$ cat config.mk
export PLATFORM = sky130hd
export DESIGN_NAME = tristate_bus_owner_ctrl
export DESIGN_NICKNAME = d
export VERILOG_FILES = /design/src/rtl/tristate_bus_owner_ctrl.sv
export SDC_FILE = /design/constraint.sdc
export NUM_CORES = 1
export LEC_CHECK = 0
export CORE_MARGIN = 2
export CORE_UTILIZATION = 49
export CTS_CLUSTER_DIAMETER = 40
export DETAILED_ROUTE_END_ITERATION = 16
export MAX_ROUTING_LAYER = met4
export PLACE_DENSITY = 0.72
export SLEW_MARGIN = 15
export SYNTH_ARGS = -nofsm -noshare
export SYNTH_HDL_FRONTEND = slang
export SYNTH_SLANG_ARGS = --single-unit
$ cat constraint.sdc
create_clock -name clk -period 1.6 [get_ports clk]
set_input_delay 0.32 -clock clk [delete_from_list [all_inputs] [get_ports clk]]
set_output_delay 0.32 -clock clk [all_outputs]
set_load 0.02 [all_outputs]
$ cat src/rtl/tristate_bus_owner_ctrl.sv
// Bus-ownership sequencer for N_DRV tristate buffers sharing one net: round-robin
// grant, bounded hold while others wait, and TURN_CYC all-off cycles between owners.
module tristate_bus_owner_ctrl #(
    parameter int N_DRV    = 4,
    parameter int TURN_CYC = 2,
    parameter int MAX_HOLD = 16
) (
    input  logic                     clk,
    input  logic                     rst_n,
    input  logic [N_DRV-1:0]         req,
    output logic [N_DRV-1:0]         en,
    output logic [$clog2(N_DRV)-1:0] owner,
    output logic                     owner_vld,
    output logic                     bus_turn,
    output logic [1:0]               dbg_state
);

    localparam int IW = $clog2(N_DRV);
    localparam int HW = (MAX_HOLD > 0) ? $clog2(MAX_HOLD + 1) : 1;

    typedef enum logic [1:0] {
        S_IDLE  = 2'd0,
        S_DRIVE = 2'd1,
        S_TURN  = 2'd2
    } state_t;

    // req is a level request; en is the grant and stays high until the owner
    // drops req or is pre-empted by the hold limit. There is no other handshake.
    state_t           state_q, state_d;
    logic [IW-1:0]    rr_q, rr_d;
    logic [HW-1:0]    hold_q, hold_d;
    logic [3:0]       turn_q, turn_d;
    logic [N_DRV-1:0] en_q, en_d;
    logic [IW-1:0]    owner_q, owner_d;
    logic             vld_q;
    logic             bt_q, bt_d;

    logic             win_found;
    logic [IW-1:0]    win_idx;
    logic [IW-1:0]    scan_idx;
    logic             own_req;
    logic             others_req;
    logic             hold_limit;
    logic [IW-1:0]    next_ptr;

    // First requester at or after rr_q, wrapping at N_DRV (not at 2**IW).
    always_comb begin
        win_found = 1'b0;
        win_idx   = '0;
        scan_idx  = '0;
        for (int i = 0; i < N_DRV; i++) begin
            if (int'(rr_q) + i >= N_DRV) begin
                scan_idx = IW'(int'(rr_q) + i - N_DRV);
            end else begin
                scan_idx = IW'(int'(rr_q) + i);
            end
            if (!win_found && req[scan_idx]) begin
                win_found = 1'b1;
                win_idx   = scan_idx;
            end
        end
    end

    // en_q is one-hot in DRIVE, so masking with it isolates the owner's request.
    assign own_req    = |(req & en_q);
    assign others_req = |(req & ~en_q);
    assign hold_limit = (MAX_HOLD != 0) && (hold_q == HW'(MAX_HOLD));
    assign next_ptr   = (owner_q == IW'(N_DRV - 1)) ? '0 : owner_q + IW'(1);

    always_comb begin
        state_d = state_q;
        rr_d    = rr_q;
        hold_d  = hold_q;
        turn_d  = turn_q;
        en_d    = en_q;
        owner_d = owner_q;
        bt_d    = 1'b0;
        case (state_q)
            S_IDLE: begin
                en_d = '0;
                if (win_found) begin
                    state_d = S_DRIVE;
                    en_d    = N_DRV'(1) << win_idx;
                    owner_d = win_idx;
                    hold_d  = HW'(1);
                end
            end
            S_DRIVE: begin
                if (!own_req || (hold_limit && others_req)) begin
                    state_d = S_TURN;
                    en_d    = '0;
                    bt_d    = 1'b1;
                    turn_d  = 4'(TURN_CYC);
                    rr_d    = next_ptr;
                end else if ((MAX_HOLD != 0) && !hold_limit) begin
                    hold_d = hold_q + HW'(1);
                end
            end
            S_TURN: begin
                en_d = '0;
                if (turn_q <= 4'd1) begin
                    turn_d = '0;
                    if (win_found) begin
                        state_d = S_DRIVE;
                        en_d    = N_DRV'(1) << win_idx;
                        owner_d = win_idx;
                        hold_d  = HW'(1);
                    end else begin
                        state_d = S_IDLE;
                    end
                end else begin
                    turn_d = turn_q - 4'd1;
                    bt_d   = 1'b1;
                end
            end
            default: begin
                state_d = S_IDLE;
                en_d    = '0;
            end
        endcase
    end

    always_ff @(posedge clk or negedge rst_n) begin
        if (!rst_n) begin
            state_q <= S_IDLE;
            rr_q    <= '0;
            hold_q  <= '0;
            turn_q  <= '0;
            en_q    <= '0;
            owner_q <= '0;
            vld_q   <= 1'b0;
            bt_q    <= 1'b0;
        end else begin
            state_q <= state_d;
            rr_q    <= rr_d;
            hold_q  <= hold_d;
            turn_q  <= turn_d;
            en_q    <= en_d;
            owner_q <= owner_d;
            vld_q   <= |en_d;
            bt_q    <= bt_d;
        end
    end

    assign en        = en_q;
    assign owner     = owner_q;
    assign owner_vld = vld_q;
    assign bus_turn  = bt_q;
    assign dbg_state = state_q;

endmodule

==> run metrics, run 1 <==
most frequent cell after synthesis=dfrtp_1; register bit total from synthesis=21; worst skew pair latency=0.30 ns; Worst Hold Class=in2async; Setup CP Type=reg2reg; NetSw=1810 uW; area post-placement=1760 um2; worst path arrival time=2.09 ns; All-Layer GR Usage=0.246; Gate power share=0.706; Critical Path Start Type=flop; H-Tree Depth=1; Worst Tran Pin Value=0.413 ns; unrepaired setup endpoints after global routing=yes; top cells by area, synth=dfrtp_1 (40%), ha_1 (9.4%), o21ai_0 (4.1%); TritonCTS clock tree=built; layout cell share with drive strength beyond 1=0.480; Syn Inst Count=137; post-route minimum period=1.86 ns; Period Utilization, post-route=1.16; Nets=213; DRC=0; sequential element share of the synthesized area=0.395; Seq pwr share=0.229; root buf cell=clkbuf_4; violated checks=setup timing; Yosys top cell area share=0.395; Post-Layout Inst Area=2050 um2; clk slew on worst S/H paths=0.12 ns; Pins Over Slew Limit=0; status=complete, but fails checks; Int Power=2200 uW; I/O pin cnt=16; DIE WIDTH=56.1 um; Most used DFF post-synth=dfrtp_1; Place WS=-0.509 ns; leakage power=0.000958 uW; critical path endpoint category=flop; vias=1382; Synth top cells by count=dfrtp_1 (21), nand2_1 (12), nor2_1 (12); total grt overflow=0; Final Total Pwr=4010 uW; Area Growth Syn to Fin=54.4%; initial antenna violation count=0; Post-Syn Area=1330 um2; Worst R2R Path Depth=8; Mean Syn Cell Area=9.70 um2; Final Setup Violations=20; DR iter-0 viols=58; Setup Skew=0.00120 ns; hold_buf cts=0; Yosys top cell by area=dfrtp_1; Die ar.=3140 um2; maximum clock rate=0.539 GHz; post-DR wirelength/cell=18.9 um; Buffers on Ports=15; setup tns final=-3.33 ns; final worst setup slack=-0.255 ns; core box area=2520 um2; first-pass GRT wire length=5930 um; hpwl dp=2540 um; Max Cap Viol=0; clock share of power=0.065; Clock Tree Buf Depth=2; CTS Buf Count=3; pwr dens=1950 nW/um2; CP max FO=6; Synthesized Nets=153; Ant. Diodes=0; Final Hold Viols=0; via density per instance=6.12; Die H=56.1 um; pin count of the biggest net entering global routing=22; Async SR Flop Fraction=1.00; WL final=4280 um; gpl congestion=0.918; Synth cell types=40; Worst EP required=1.84 ns; Post-synth EDFFs=0; Yosys warning count=0; clk sinks=21; final antenna-violating net count=0; Initial Util=0.527; Cell Rows=18; Max IR drop VDD=1.46 mV; drt pass-1 iters=4; vias in the first global route=1299; worst rel slew slack=0.723; switch share=0.451
## kinds of logic after synthesis
kind of cell	count (synthesis)	synth area share
AOI/OAI and AO/OA	40	0.214
adders and majority gates	10	0.0942
buffers and inverters	10	0.0311
and+or+nand+nor	51	0.221
muxes	5	0.0443
DFF	21	0.395
## worst max-delay path, stage by stage (launching register included)
cell	delay [ns]
dfrtp_2	0.47
inv_2	0.08
ha_4	0.14
nor2_4	0.04
o31ai_4	0.27
nand4_4	0.15
buf_6	0.16
or3_4	0.37
a21oi_2	0.12
## state kept, by name, summed over array words and instances, names as in the netlist
signal	flops
rr_q	2
turn_q	4
en	4
owner_vld	1
dbg_state	2
hold_q	5
bus_turn	1
owner	2
## area by class of cell
class                   instances  area (um2)
fillers                       153         470
clock buffers                   4        26.3
repair buffers                 57         469
inverters                       8        30.0
multi-input cells             106         958
flip-flops and latches         21         531
well taps                      30        37.5
## placed cells by master, fill, tap and decap left out, types with 2 or more instances in the layout
cell,n
ha_4,3
o31ai_2,3
o21ai_1,2
nor2_4,2
a21oi_1,3
nand2_1,9
a32oi_1,2
inv_2,4
buf_6,4
nor2_1,9
ha_1,7
nand4b_1,2
o21ai_0,6
mux2_4,4
nor3_1,2
or2_2,2
a22oi_1,3
nor2b_1,5
dlygate4sd2_1,11
nand2b_1,4
buf_4,37
or3_1,2
dfrtp_2,4
dfrtp_1,17
a21o_1,2
inv_1,4
o21ai_2,7
nand2_2,3
clkdlybuf4s50_1,3
nor4b_4,2
clkbuf_4,3
and3_4,2
## timing repair
action | in CTS | in global routing
endpoints found under the hold margin | 0 | 0
pin swaps | 17 | 10
cloned | 0 | 0
resized for setup | 40 | 28
setup endpoints to repair | 28 | 21
setup buffers | 5 | 5
## per-stage QoR
| step | hold slack, ns | std cells | utilization |
|---|---|---|---|
| after global placement | 0.515 | 212 | 0.697 |
| after floorplan | 0.0244 | 137 | - |
| final | 0.356 | 226 | 0.813 |
| after detailed placement | 0.537 | 212 | 0.697 |
| after CTS | 0.366 | 221 | 0.764 |
| after global routing | 0.399 | 226 | 0.813 |
## routing by layer
layer / track usage / share of wire / up-vias
met2: 0.424 / 0.53 / 68
met5: - / 0 / -
met1: 0.293 / 0.39 / 684
li1: - / - / 620
met4: 0.0816 / 0.018 / 0
met3: 0.0372 / 0.057 / 10
## path summary, 6_finish.rpt
path / from / end / slack (ns)
hold / removal: rst_n / en[3] / 0.36
min in group clk: hold_q[4] / hold_q[4] / 0.57
hold reg to reg: hold_q[4] / hold_q[4] / 0.57
max in group asynchronous: rst_n / dbg_state[1] / 1.01
setup reg to reg: turn_q[0] / hold_q[3] / -0.26
setup / recovery: turn_q[0] / hold_q[3] / -0.26
## power groups by stage
stage	Combinational (uW)	Clock [uW]	Sequential, uW
after floorplan	1010	0	1030
after global placement	2000	0	885
after detailed placement	2070	0	900
after CTS	2340	260	899
after global routing	3010	285	937
final	2830	260	919
No activity file was read; power rests on OpenSTA's default activity.
==> run 2: changes to the inputs <==
--- a/config.mk
+++ b/config.mk
@@ -5,7 +5,6 @@
 export SDC_FILE = /design/constraint.sdc
 export NUM_CORES = 1
 export LEC_CHECK = 0
-export CORE_MARGIN = 2
 export CORE_UTILIZATION = 49
 export CTS_CLUSTER_DIAMETER = 40
 export DETAILED_ROUTE_END_ITERATION = 16
==> run metrics, run 2 (synthesized netlist as in run 1, its figures left out) <==
Ant. Diodes=0 (unchanged); final antenna-violating net count=0 (unchanged); pin count of the biggest net entering global routing=22 (unchanged); All-Layer GR Usage=0.304 (was 0.246); register area=531 um2 (unchanged); Buffers on Ports=15 (unchanged); unrepaired setup endpoints after global routing=yes (unchanged); total grt overflow=0 (unchanged); Die H=54.1 um (was 56.1 um); via density per instance=6.07 (was 6.12); leakage power=0.000988 uW (was 0.000958 uW); drt pass-1 iters=4 (unchanged); root buf cell=clkbuf_4 (unchanged); most frequent cells in the layout=buf_4 (35), dfrtp_1 (17), dlygate4sd2_1 (11) (was buf_4 (37), dfrtp_1 (17), dlygate4sd2_1 (11)); Max Cap Viol=0 (unchanged); core box area=2520 um2 (unchanged); initial antenna violation count=0 (unchanged); maximum clock rate=0.550 GHz (was 0.539 GHz); worst rel slew slack=0.674 (was 0.723); CP max FO=6 (unchanged); Final Setup Violations=20 (unchanged); post-DR wirelength/cell=18.7 um (was 18.9 um); first-pass GRT wire length=5900 um (was 5930 um); Critical Path Start Type=flop (unchanged); status=complete, but fails checks (unchanged); area post-placement=1740 um2 (was 1760 um2); pwr dens=1910 nW/um2 (was 1950 nW/um2); number of flip-flops in the largest register=5 (unchanged); Place WS=-0.498 ns (was -0.509 ns); Worst Tran Pin Value=0.486 ns (was 0.413 ns); Die ar.=2920 um2 (was 3140 um2); Area Growth Syn to Fin=57.7% (was 54.4%); Worst Hold Class=in2async (unchanged); vias=1354 (was 1382); violated checks=setup timing (unchanged); Initial Util=0.527 (unchanged); Clock Tree Buf Depth=2 (unchanged); DR iter-0 viols=17 (was 58); DIE WIDTH=54.1 um (was 56.1 um); Period Utilization, post-route=1.14 (was 1.16); TritonCTS clock tree=built (unchanged); layout cell share with drive strength beyond 1=0.487 (was 0.480); fillers=142 (was 153); Worst EP required=1.85 ns (was 1.84 ns); H-Tree Depth=1 (unchanged); worst skew pair latency=0.31 ns (was 0.30 ns); post-route minimum period=1.82 ns (was 1.86 ns); Nets=210 (was 213); Pins Over Slew Limit=0 (unchanged); Multi-input gate area=1020 um2 (was 958 um2); vias in the first global route=1258 (was 1299); CTS Buf Count=3 (unchanged); Final Hold Viols=0 (unchanged); Max IR drop VDD=1.56 mV (was 1.46 mV); Setup CP Type=reg2reg (unchanged); Post-Layout Inst Area=2100 um2 (was 2050 um2); final worst setup slack=-0.218 ns (was -0.255 ns); hpwl dp=2500 um (was 2540 um); final design utilization=0.831 (was 0.813); Cell Rows=18 (unchanged); clk sinks=21 (unchanged); most flop-heavy register=hold_q (unchanged); clk slew on worst S/H paths=0.12 ns (about the same); DRC=0 (unchanged); WL final=4170 um (was 4280 um); I/O pin cnt=16 (unchanged); critical path endpoint category=flop (unchanged); worst path arrival time=2.07 ns (was 2.09 ns); gpl congestion=0.978 (was 0.918); Setup Skew=0.00799 ns (was 0.00120 ns); commonest non-fill, non-tap cell in the layout=buf_4 (unchanged)
[run 2: cell count changes in the layout (fill, tap and decap cells not counted), sizes merged]
cell / delta
buf: -3
dlymetal6s2s: +3
clkbuf: -2
clkdlybuf4s50: -2
clkinv: +1
[run 2: path summary, 6_finish.rpt]
path,start,end,slack [ns],depth (start not counted)
min in group clk,req[0],en[2],0.54,4
max in group asynchronous,rst_n,turn_q[0],1.01,2
min reg2reg,hold_q[4],hold_q[4],0.58,2
min,rst_n,hold_q[2],0.34,2
max,turn_q[1],hold_q[3],-0.22,8
max reg2reg,turn_q[1],hold_q[3],-0.22,8
[run 2: final cells by class]
class	count	share of cell area
multi-input combinational	106	0.486
tap	30	0.0179
clock buffer	3	0.0107
timing repair buffer	54	0.216
inverter	8	0.0143
clock inverter	1	0.00239
sequential	21	0.253
[run 2: timing repair]
action	in CTS	in global routing
pin swaps	14	10
hold buffers	0	0
resized for setup	44	31
setup endpoints to repair	28	23
hold endpoints to repair	0	0
buffers inserted	6	4
[run 2: metrics by stage]
stage	setup TNS, ns	power (uW)	std cells	hold slack [ns]
6_report	-2.79	4010	223	0.341
4_1_cts	-2.15	3540	219	0.353
3_5_place_dp	-8.38	2920	209	0.550
2_1_floorplan	-0.455	2040	137	0.0244
3_3_place_gp	-8.08	2840	209	0.521
5_1_grt	-3.63	4220	223	0.361
[run 2: where the power goes]
group / switching, uW / total, uW / internal (uW)
Clock: 170 / 263 / 93.5
Sequential: 193 / 926 / 733
Combinational: 1470 / 2820 / 1350
[run 2: worst max-delay path, cell delays in order (launching register included)]
cell     delay, ns
dfrtp_1       0.43
inv_2         0.11
ha_4          0.16
nor2_4        0.05
o31ai_4       0.25
nand4_4       0.13
buf_6         0.15
or3_1         0.34
a21oi_1       0.12
[run 2: layer usage]
| metal | track usage | part of all wire | vias to the layer above |
|---|---|---|---|
| met1 | 0.340 | 0.38 | 671 |
| met3 | 0.0424 | 0.039 | 17 |
| li1 | - | - | 616 |
| met4 | 0.145 | 0.042 | 0 |
| met5 | - | 0 | - |
| met2 | 0.527 | 0.54 | 50 |
==> run 3: changes to the inputs <==
--- a/config.mk
+++ b/config.mk
@@ -8,8 +8,10 @@
 export CORE_UTILIZATION = 49
 export CTS_CLUSTER_DIAMETER = 40
 export DETAILED_ROUTE_END_ITERATION = 16
+export GPL_ROUTABILITY_DRIVEN = 0
 export MAX_ROUTING_LAYER = met4
 export PLACE_DENSITY = 0.72
+export SETUP_SLACK_MARGIN = 0.15
 export SLEW_MARGIN = 15
 export SYNTH_ARGS = -nofsm -noshare
 export SYNTH_HDL_FRONTEND = slang
==> run metrics, run 3 (synthesized netlist as in run 1, its figures left out) <==
worst skew pair latency=0.32 ns (was 0.31 ns); Max Cap Viol=0 (unchanged); pin count of the biggest net entering global routing=22 (unchanged); Critical Path Start Type=flop (unchanged); critical path endpoint category=flop (unchanged); Worst EP required=1.86 ns (was 1.85 ns); Period Utilization, post-route=1.17 (was 1.14); Cell Rows=18 (unchanged); Worst Hold Class=in2async (unchanged); worst path arrival time=2.13 ns (was 2.07 ns); first-pass GRT wire length=5180 um (was 5900 um); I/O pin cnt=16 (unchanged); H-Tree Depth=1 (unchanged); Clock Tree Buf Depth=2 (unchanged); fillers=158 (was 142); leakage power=0.000915 uW (was 0.000988 uW); number of flip-flops in the largest register=5 (unchanged); Initial Util=0.527 (unchanged); Hold Slack=0.329 ns (was 0.341 ns); TritonCTS clock tree=built (unchanged); Setup CP Type=reg2reg (unchanged); CTS Buf Count=3 (unchanged); Final Hold Viols=0 (unchanged); core box area=2520 um2 (unchanged); maximum clock rate=0.536 GHz (was 0.550 GHz); Worst Tran Pin Value=0.394 ns (was 0.486 ns); via density per instance=5.79 (was 6.07); pwr dens=1870 nW/um2 (was 1910 nW/um2); most flop-heavy register=hold_q (unchanged); root buf cell=clkbuf_4 (unchanged); worst rel slew slack=0.736 (was 0.674); clk sinks=21 (unchanged); drt pass-1 iters=5 (was 4); Ant. Diodes=0 (unchanged); Max IR drop VDD=1.53 mV (was 1.56 mV); Worst R2R Path Depth=7 (was 8); DR iter-0 viols=38 (was 17); post-DR wirelength/cell=16.8 um (was 18.7 um); final design utilization=0.800 (was 0.831); clk slew on worst S/H paths=0.12 ns (about the same); final antenna-violating net count=0 (unchanged); DIE WIDTH=54.1 um (unchanged); unrepaired setup endpoints after global routing=yes (unchanged); DRC=0 (unchanged); Place WS=-0.527 ns (was -0.498 ns); vias=1267 (was 1354); layout cell share with drive strength beyond 1=0.476 (was 0.487); Final Total Pwr=3760 uW (was 4010 uW); initial antenna violation count=0 (unchanged); final worst setup slack=-0.267 ns (was -0.218 ns); most frequent cells in the layout=buf_4 (30), dfrtp_1 (17), dlygate4sd2_1 (10) (was buf_4 (35), dfrtp_1 (17), dlygate4sd2_1 (11)); post-route minimum period=1.87 ns (was 1.82 ns); R2R setup slack=-0.27 ns (was -0.22 ns); Die H=54.1 um (unchanged); Area Growth Syn to Fin=51.8% (was 57.7%); WL final=3680 um (was 4170 um); status=complete, but fails checks (unchanged); All-Layer GR Usage=0.263 (was 0.304); Setup Skew=0.00270 ns (was 0.00799 ns); Pins Over Slew Limit=0 (unchanged); Buffers on Ports=15 (unchanged); Reg-to-Reg End=hold_q[3] (unchanged); violated checks=setup timing (unchanged); total grt overflow=0 (unchanged); commonest non-fill, non-tap cell in the layout=buf_4 (unchanged); Nets=206 (was 210); worst r2r src=turn_q[0] (was turn_q[1]); Final Setup Violations=17 (was 20); Die ar.=2920 um2 (unchanged); CP max FO=7 (was 6); vias in the first global route=1205 (was 1258); hpwl dp=2320 um (was 2500 um)
run 3: cell types whose count changed in the layout (fill, tap and decap cells not counted), sizes merged:
cell / before / now
clkinv: 1 / 0
buf: 39 / 38
clkbuf: 3 / 5
dlymetal6s2s: 3 / 0
dlygate4sd2: 11 / 10
run 3: how the worst max path moves through the flow:
stage,from,end,slack (ns),cells after the start
after CTS,turn_q[0],hold_q[3],-0.13,7
after detailed placement,req[0],turn_q[1],-0.53,6
after global routing,turn_q[0],hold_q[2],-0.36,7
after global placement,req[0],turn_q[1],-0.45,6
final,turn_q[0],hold_q[3],-0.27,7
after floorplan,turn_q[0],hold_q[0],-0.13,7
run 3: timing repair:
action / CTS / global route
setup endpoints to repair: 31 / 24
pin swaps: 18 / 11
hold buffers: 0 / 0
gates resized for setup: 60 / 20
buffers inserted: 4 / 4
run 3: cell type report:
type | instances | area, um2 | area share
flip-flops and latches | 21 | 531 | 0.263
clock buffers | 4 | 26.3 | 0.0130
inverters | 8 | 30.0 | 0.0149
multi-input cells | 106 | 983 | 0.488
repair buffers | 50 | 409 | 0.203
well taps | 30 | 37.5 | 0.0186
run 3: critical path, cell delays in order (launching register included):
cell,delay [ns]
dfrtp_1,0.45
inv_2,0.09
ha_4,0.15
nor2_4,0.04
o31ai_4,0.31
nand4_4,0.21
or3_1,0.41
a21oi_2,0.13
run 3: through the flow:
stage	cell area (um2)	instances	TNS, ns
after CTS	1920	215	-1.15
final	2020	219	-2.21
after global placement	1740	207	-6.63
after global routing	2020	219	-3.48
after floorplan	1370	137	-0.520
after detailed placement	1740	207	-7.54
run 3: power by group:
part,internal [uW],switching (uW),leakage (uW)
sequential,733,196,0.000263
clock,97.8,178,0.0000150
combinational,1260,1300,0.000637
run 3: layer usage:
| layer | wire length, um | GRT usage | vias up |
|---|---|---|---|
| li1 | - | - | 603 |
| met1 | 1620 | 0.314 | 608 |
| met2 | 1810 | 0.428 | 46 |
| met5 | 0 | - | - |
| met4 | 106 | 0.124 | 0 |
| met3 | 145 | 0.0452 | 10 |
